### config.mk
export PLATFORM = sky130hd
export DESIGN_NAME = up_count_sequencer_flat
export DESIGN_NICKNAME = d
export VERILOG_FILES = /design/src/rtl/up_count_sequencer_if.sv /design/src/rtl/up_count_sequencer.sv /design/src/flat_wrapper.sv
export SDC_FILE = /design/constraint.sdc
export NUM_CORES = 1
export LEC_CHECK = 0
export CORE_ASPECT_RATIO = 1.5
export CORE_UTILIZATION = 40
export DETAILED_ROUTE_END_ITERATION = 10
export RECOVER_POWER = 25
export SYNTH_ARGS = -nofsm -noshare
export SYNTH_HDL_FRONTEND = slang
export SYNTH_SLANG_ARGS = --single-unit
### constraint.sdc
create_clock -name CLK -period 4.05 [get_ports CLK]
set_input_delay 0.6075 -clock CLK [delete_from_list [all_inputs] [get_ports CLK]]
set_output_delay 0.6075 -clock CLK [all_outputs]
set_load 0.02 [all_outputs]
### src/rtl/up_count_sequencer_if.sv
// Handshake and data bundle between a controller and the up-count sequencer.
// The controller drives the request/configuration side; the sequencer drives
// the registered count and status side.
interface up_count_sequencer_if #(
    parameter int WIDTH = 32
);
    logic             GO;
    logic             CLR;
    logic             EN;
    logic [WIDTH-1:0] D;
    logic [WIDTH-1:0] LIMIT;
    logic [WIDTH-1:0] Q;
    logic             BUSY;
    logic             DONE;
    logic             TC;
    logic             ERR;

    modport master (
        output GO, CLR, EN, D, LIMIT,
        input  Q, BUSY, DONE, TC, ERR
    );

    modport slave (
        input  GO, CLR, EN, D, LIMIT,
        output Q, BUSY, DONE, TC, ERR
    );
endinterface

### src/rtl/up_count_sequencer.sv
// Loadable up-counter with a GO/DONE handshake. A start value and a limit are
// captured on an accepted GO; the count then advances by one on each enabled
// cycle until it equals the limit, where it parks in DONE until restarted or
// cleared. Every output comes straight from a flop.
module up_count_sequencer #(
    parameter int WIDTH = 32
) (
    input  logic                 CLK,
    input  logic                 RST_N,
    up_count_sequencer_if.slave  bus
);

    typedef enum logic [1:0] {
        ST_IDLE = 2'd0,
        ST_RUN  = 2'd1,
        ST_DONE = 2'd2
    } state_t;

    state_t           state_q, state_d;
    logic [WIDTH-1:0] q_q, q_d;
    logic [WIDTH-1:0] lim_q, lim_d;
    logic             busy_q, busy_d;
    logic             done_q, done_d;
    logic             tc_q, tc_d;
    logic             err_q, err_d;
    logic [WIDTH-1:0] q_inc;

    // The increment only matters in RUN, where q_q < lim_q, so it never wraps.
    assign q_inc = q_q + WIDTH'(1);

    // State, count, captured limit and output flags; all cleared by reset.
    always_ff @(posedge CLK or negedge RST_N) begin
        if (!RST_N) begin
            state_q <= ST_IDLE;
            q_q     <= '0;
            lim_q   <= '0;
            busy_q  <= 1'b0;
            done_q  <= 1'b0;
            tc_q    <= 1'b0;
            err_q   <= 1'b0;
        end else begin
            state_q <= state_d;
            q_q     <= q_d;
            lim_q   <= lim_d;
            busy_q  <= busy_d;
            done_q  <= done_d;
            tc_q    <= tc_d;
            err_q   <= err_d;
        end
    end

    // Next-state and next-output decode: CLR beats GO, GO beats EN.
    always_comb begin
        state_d = state_q;
        q_d     = q_q;
        lim_d   = lim_q;
        err_d   = err_q;
        tc_d    = 1'b0;

        if (bus.CLR) begin
            state_d = ST_IDLE;
            q_d     = '0;
            err_d   = 1'b0;
        end else begin
            unique case (state_q)
                ST_IDLE, ST_DONE: begin
                    if (bus.GO) begin
                        lim_d = bus.LIMIT;
                        err_d = 1'b0;
                        if (bus.D > bus.LIMIT) begin
                            // Bad start value: flag it, leave Q alone, go idle.
                            err_d   = 1'b1;
                            state_d = ST_IDLE;
                        end else if (bus.D == bus.LIMIT) begin
                            // Nothing to count; land in DONE immediately.
                            q_d     = bus.D;
                            state_d = ST_DONE;
                            tc_d    = 1'b1;
                        end else begin
                            q_d     = bus.D;
                            state_d = ST_RUN;
                        end
                    end
                end
                ST_RUN: begin
                    // GO is ignored here: no mid-run restart or resampling.
                    if (bus.EN) begin
                        q_d = q_inc;
                        if (q_inc == lim_q) begin
                            state_d = ST_DONE;
                            tc_d    = 1'b1;
                        end
                    end
                end
                default: begin
                    state_d = ST_IDLE;
                end
            endcase
        end

        // Status levels follow the state being entered so they stay registered.
        busy_d = (state_d == ST_RUN);
        done_d = (state_d == ST_DONE);
    end

    assign bus.Q    = q_q;
    assign bus.BUSY = busy_q;
    assign bus.DONE = done_q;
    assign bus.TC   = tc_q;
    assign bus.ERR  = err_q;

endmodule

### src/flat_wrapper.sv
// flat-port wrapper written by rule: the top's interface ports become plain ports
module up_count_sequencer_flat 
#(
    parameter int WIDTH = 32
)
  (CLK, RST_N, bus_GO, bus_CLR, bus_EN, bus_D, bus_LIMIT, bus_Q, bus_BUSY, bus_DONE, bus_TC, bus_ERR);
  up_count_sequencer_if #(.WIDTH(WIDTH)) bus_i ();
  input  logic CLK;
  input  logic RST_N;
  input wire logic [$bits(bus_i.GO)-1:0] bus_GO;
  input wire logic [$bits(bus_i.CLR)-1:0] bus_CLR;
  input wire logic [$bits(bus_i.EN)-1:0] bus_EN;
  input wire logic [$bits(bus_i.D)-1:0] bus_D;
  input wire logic [$bits(bus_i.LIMIT)-1:0] bus_LIMIT;
  output wire logic [$bits(bus_i.Q)-1:0] bus_Q;
  output wire logic [$bits(bus_i.BUSY)-1:0] bus_BUSY;
  output wire logic [$bits(bus_i.DONE)-1:0] bus_DONE;
  output wire logic [$bits(bus_i.TC)-1:0] bus_TC;
  output wire logic [$bits(bus_i.ERR)-1:0] bus_ERR;
  assign bus_i.GO = bus_GO;
  assign bus_i.CLR = bus_CLR;
  assign bus_i.EN = bus_EN;
  assign bus_i.D = bus_D;
  assign bus_i.LIMIT = bus_LIMIT;
  assign bus_Q = bus_i.Q;
  assign bus_BUSY = bus_i.BUSY;
  assign bus_DONE = bus_i.DONE;
  assign bus_TC = bus_i.TC;
  assign bus_ERR = bus_i.ERR;
  up_count_sequencer #(.WIDTH(WIDTH)) u_core (.CLK(CLK), .RST_N(RST_N), .bus(bus_i));
endmodule
==> metrics.csv <==
stage,metric,value,unit
clocking,clock-pin slew on the worst setup and hold paths,0.06,ns
clocking,hold_buf cts,0,
clocking,Skew-Pair Late Insertion Delay,0.34,ns
global_routing,first-pass GRT wire length,28.3,mm
worst_setup_path,Critical path origin,u_core.bus.Q[5],
logic_synthesis,Synth Warn #,0,
die,Die Width,98.1,um
min_path,worst hold path depth,2,
sta,Finish-stage setup viols,0,
die,DIE AREA,14300,um2
logic_synthesis,Synth top area share,31.6,%
logic_synthesis,most numerous cell in the Yosys netlist,dfrtp_1,
logic_synthesis,Synth Flop Type,dfrtp_1,
job,number of max-cap violations,1,
layout,Antenna Cells,0,
sta,clock skew,0.00985,ns
clocking,CTS buffer count,9,
die,row count,52,
status,status,"complete, but fails checks",
sta,Final period util,90.0,%
logic_synthesis,Post-synth EDFFs,0,
sta,Hold Fails Final Rpt,0,
logic_synthesis,Avg Inst Size Synth,8.51,um2
logic_synthesis,largest family of logic cells by synthesized area,simple AND/OR/NAND/NOR gates,
min_path,hold worst-path end,u_core.bus.ERR,
worst_setup_path,crit start category,flop,
global_routing,initial antenna violation count,0,
global_routing,vias in the first global route,5257,
logic_synthesis,Simple-Gate Fraction of Synth Area,21.7,%
logic_synthesis,Mapped Nets,753,
status,failing checks,"design-rule violations, max-capacitance violations, max-slew violations",
drt,DRC violations left,4,
clocking,Num Clock Sinks,70,
sta,setup TNS,0,ns
logic_synthesis,Synth cell types,64,
logic_synthesis,complex-gate fraction of the synthesized area,17.8,%
die,initial core utilization,40.9,%
clocking,CTS Root Cell,clkbuf_16,
min_path,min-delay src,u_core.bus.ERR,
logic_synthesis,area share of fa/ha/maj cells after synthesis,7.45,%
logic_synthesis,Async SR Flop Fraction,100,%
drt,wire per inst,20.0,um
worst_setup_path,Worst EP arrival,3.83,ns
layout,P&R area growth vs syn,26.9,%
sta,post-layout worst setup margin,0.406,ns
global_routing,largest net degree at the start of global routing,71,
logic_synthesis,Mapped Area,5540,um2
drt,vias per cell,5.84,
sta,hold slack,0.527,ns
layout,Layout Cells excl Fill,904,
power_and_ir_drop,PwrDens,400,nW/um2
worst_setup_path,R2R cell count,8,
placement,PortBufs,104,
logic_synthesis,xor and xnor area share after synthesis,6.30,%
worst_setup_path,FF-to-FF setup slack,0.41,ns
global_routing,GRT Residual Overflow,0,
logic_synthesis,Synth area leader,dfrtp_1,
sta,Final Slew Violations,71,
layout,fillcell total,1309,
die,height of the die,146,um
worst_setup_path,RR Startpoint,u_core.bus.Q[5],
worst_setup_path,FF-to-FF End,u_core.bus.BUSY,
clocking,post-CTS setup buffer count,0,
logic_synthesis,Syn Inst Count,651,
layout,nets@finish,839,
die,floorplan core area,13500,um2
power_and_ir_drop,Worst VDD drop,223,uV
worst_setup_path,"Slowest-stage cell, CP",or4_4,
worst_setup_path,"slowest stage delay, CP",0.65,ns
worst_setup_path,CP max FO,10,
placement,global placer's final weighted congestion,0.874,
logic_synthesis,post-synthesis mux area share,7.57,%
sta,Tmin final,3.64,ns
drt,Routed Antenna Nets,0,
layout,layout cells sized above 1,11.1,%
clocking,CTS resizes,0,
worst_setup_path,WP data required,4.23,ns
sta,Rel. slew slack,-24.9,%
worst_setup_path,Worst setup EP type,flop,
die,IO Pins,105,
worst_setup_path,Crit Path Class,reg2reg,
logic_synthesis,Synth area leaders,"dfrtp_1, ha_1, mux2_2, a21oi_1, o21ai_0",
drt,router iterations before antenna repair,8,
global_routing,Total Routing Usage GR,25.6,%
clocking,CTS tree,yes,
drt,DRT iter0 DRCs,267,
drt,final wirelength,18.1,mm
logic_synthesis,Post-synth top cells,"dfrtp_1, a21oi_1, nand2_1, o21ai_0, inv_1",
sta,Worst-Margin Slew,1.87,ns
placement,pre-CTS setup slack,0.281,ns
sta,RSZ-0062 raised after global routing,false,
drt,vias,5275,
clocking,H-Tree Depth,3,
placement,DP Wirelength,13.7,mm
logic_synthesis,register area share after synthesis,31.6,%
placement,dpl cells,888,
min_path,Hold Crit Class,reg2reg,
power_and_ir_drop,static leakage,2.96,nW
logic_synthesis,"flops & latches, synth",70,
clocking,worst-case clock buffer depth,2,
sta,f_max,0.274,GHz
worst_setup_path,crit path cell chain,"nand4_4, or4_1, or4_4, mux2i_1, a221oi_1, nand4_1, and4b_4, o22ai_1",
-- power breakdown --
| part | total [mW] | internal (mW) | switching, mW |
|---|---|---|---|
| registers | 0.981 | 0.808 | 0.173 |
| clock network | 1.02 | 0.699 | 0.322 |
| logic | 0.812 | 0.399 | 0.414 |
-- flip-flops by register name, summed over array words and instances (netlist names) --
signal	flops
u_core.bus.ERR	1
u_core.state_q	2
u_core.bus.DONE	1
u_core.lim_q	32
u_core.bus.BUSY	1
u_core.bus.Q	32
u_core.bus.TC	1
-- metal layers --
metal / GRT usage, % / share of wire (%) / vias up / wire, um
met1: 29.2 / 39 / 2514 / 7050
met2: 46.1 / 53 / 176 / 9520
met5: 0 / 0 / - / 0
met4: 13.7 / 4.4 / 0 / 789
li1: - / - / 2543 / -
met3: 3.02 / 3.9 / 42 / 703
-- metrics by stage --
| stage | util [%] | area [um2] | total power, mW |
|---|---|---|---|
| 4_1_cts | 52.0 | 7030 | 2.83 |
| 3_5_place_dp | 49.2 | 6650 | 1.80 |
| 3_3_place_gp | 49.2 | 6650 | 1.79 |
| 6_report | 52.0 | 7030 | 2.81 |
| 5_1_grt | 52.0 | 7030 | 2.95 |
| 2_1_floorplan | - | 5540 | 1.47 |
-- worst max path at each step --
stage	end	slack (ns)	cells after the start
2_1_floorplan	u_core.bus.BUSY	0.88	11
3_3_place_gp	u_core.bus.Q[20]	0.41	12
3_5_place_dp	u_core.bus.Q[23]	0.28	12
4_1_cts	u_core.bus.BUSY	0.41	8
5_1_grt	u_core.bus.BUSY	0.29	8
6_report	u_core.bus.BUSY	0.41	8
-- critical path: cells and delay by family, from the launching register on --
kind,cells,cell delay (ns)
AOI/OAI and AO/OA,2,0.49
DFF,1,0.61
and+or+nand+nor,5,2.15
muxes,1,0.24
-- placed cells by master (no fill, tap or decap), types with 7 or more instances in the layout --
cell and n:
a21oi_1 60, and3_1 12, and4_1 8, buf_4 15, clkbuf_16 9, clkdlybuf4s50_1 103, dfrtp_1 70, ha_1 33
inv_1 38, mux2_2 31, mux2i_1 7, nand2_1 50, nand3_1 19, nand4_1 16, nor2_1 33, nor2b_1 7
nor3_1 31, nor4_1 15, o21ai_0 50, o31ai_1 8, xnor2_1 21, xor2_1 17
-- logic make-up after synthesis --
logic type / Yosys count
xor gates and xnor gates: 39
AOI/OAI and AO/OA: 164
and+or+nand+nor: 223
muxes: 38
adders and majority gates: 33
DFF: 70
buffers and inverters: 84
-- layout make-up --
| type | instances | area, um2 | share of cell area, % |
|---|---|---|---|
| multi-input combinational | 497 | 3380 | 48.1 |
| sequential | 70 | 1750 | 24.9 |
| timing repair buffer | 121 | 1170 | 16.7 |
| clock buffer | 11 | 253 | 3.59 |
| tap | 162 | 203 | 2.88 |
| inverter | 38 | 143 | 2.03 |
| clock inverter | 5 | 129 | 1.83 |
(Power assumes the default switching activity.)
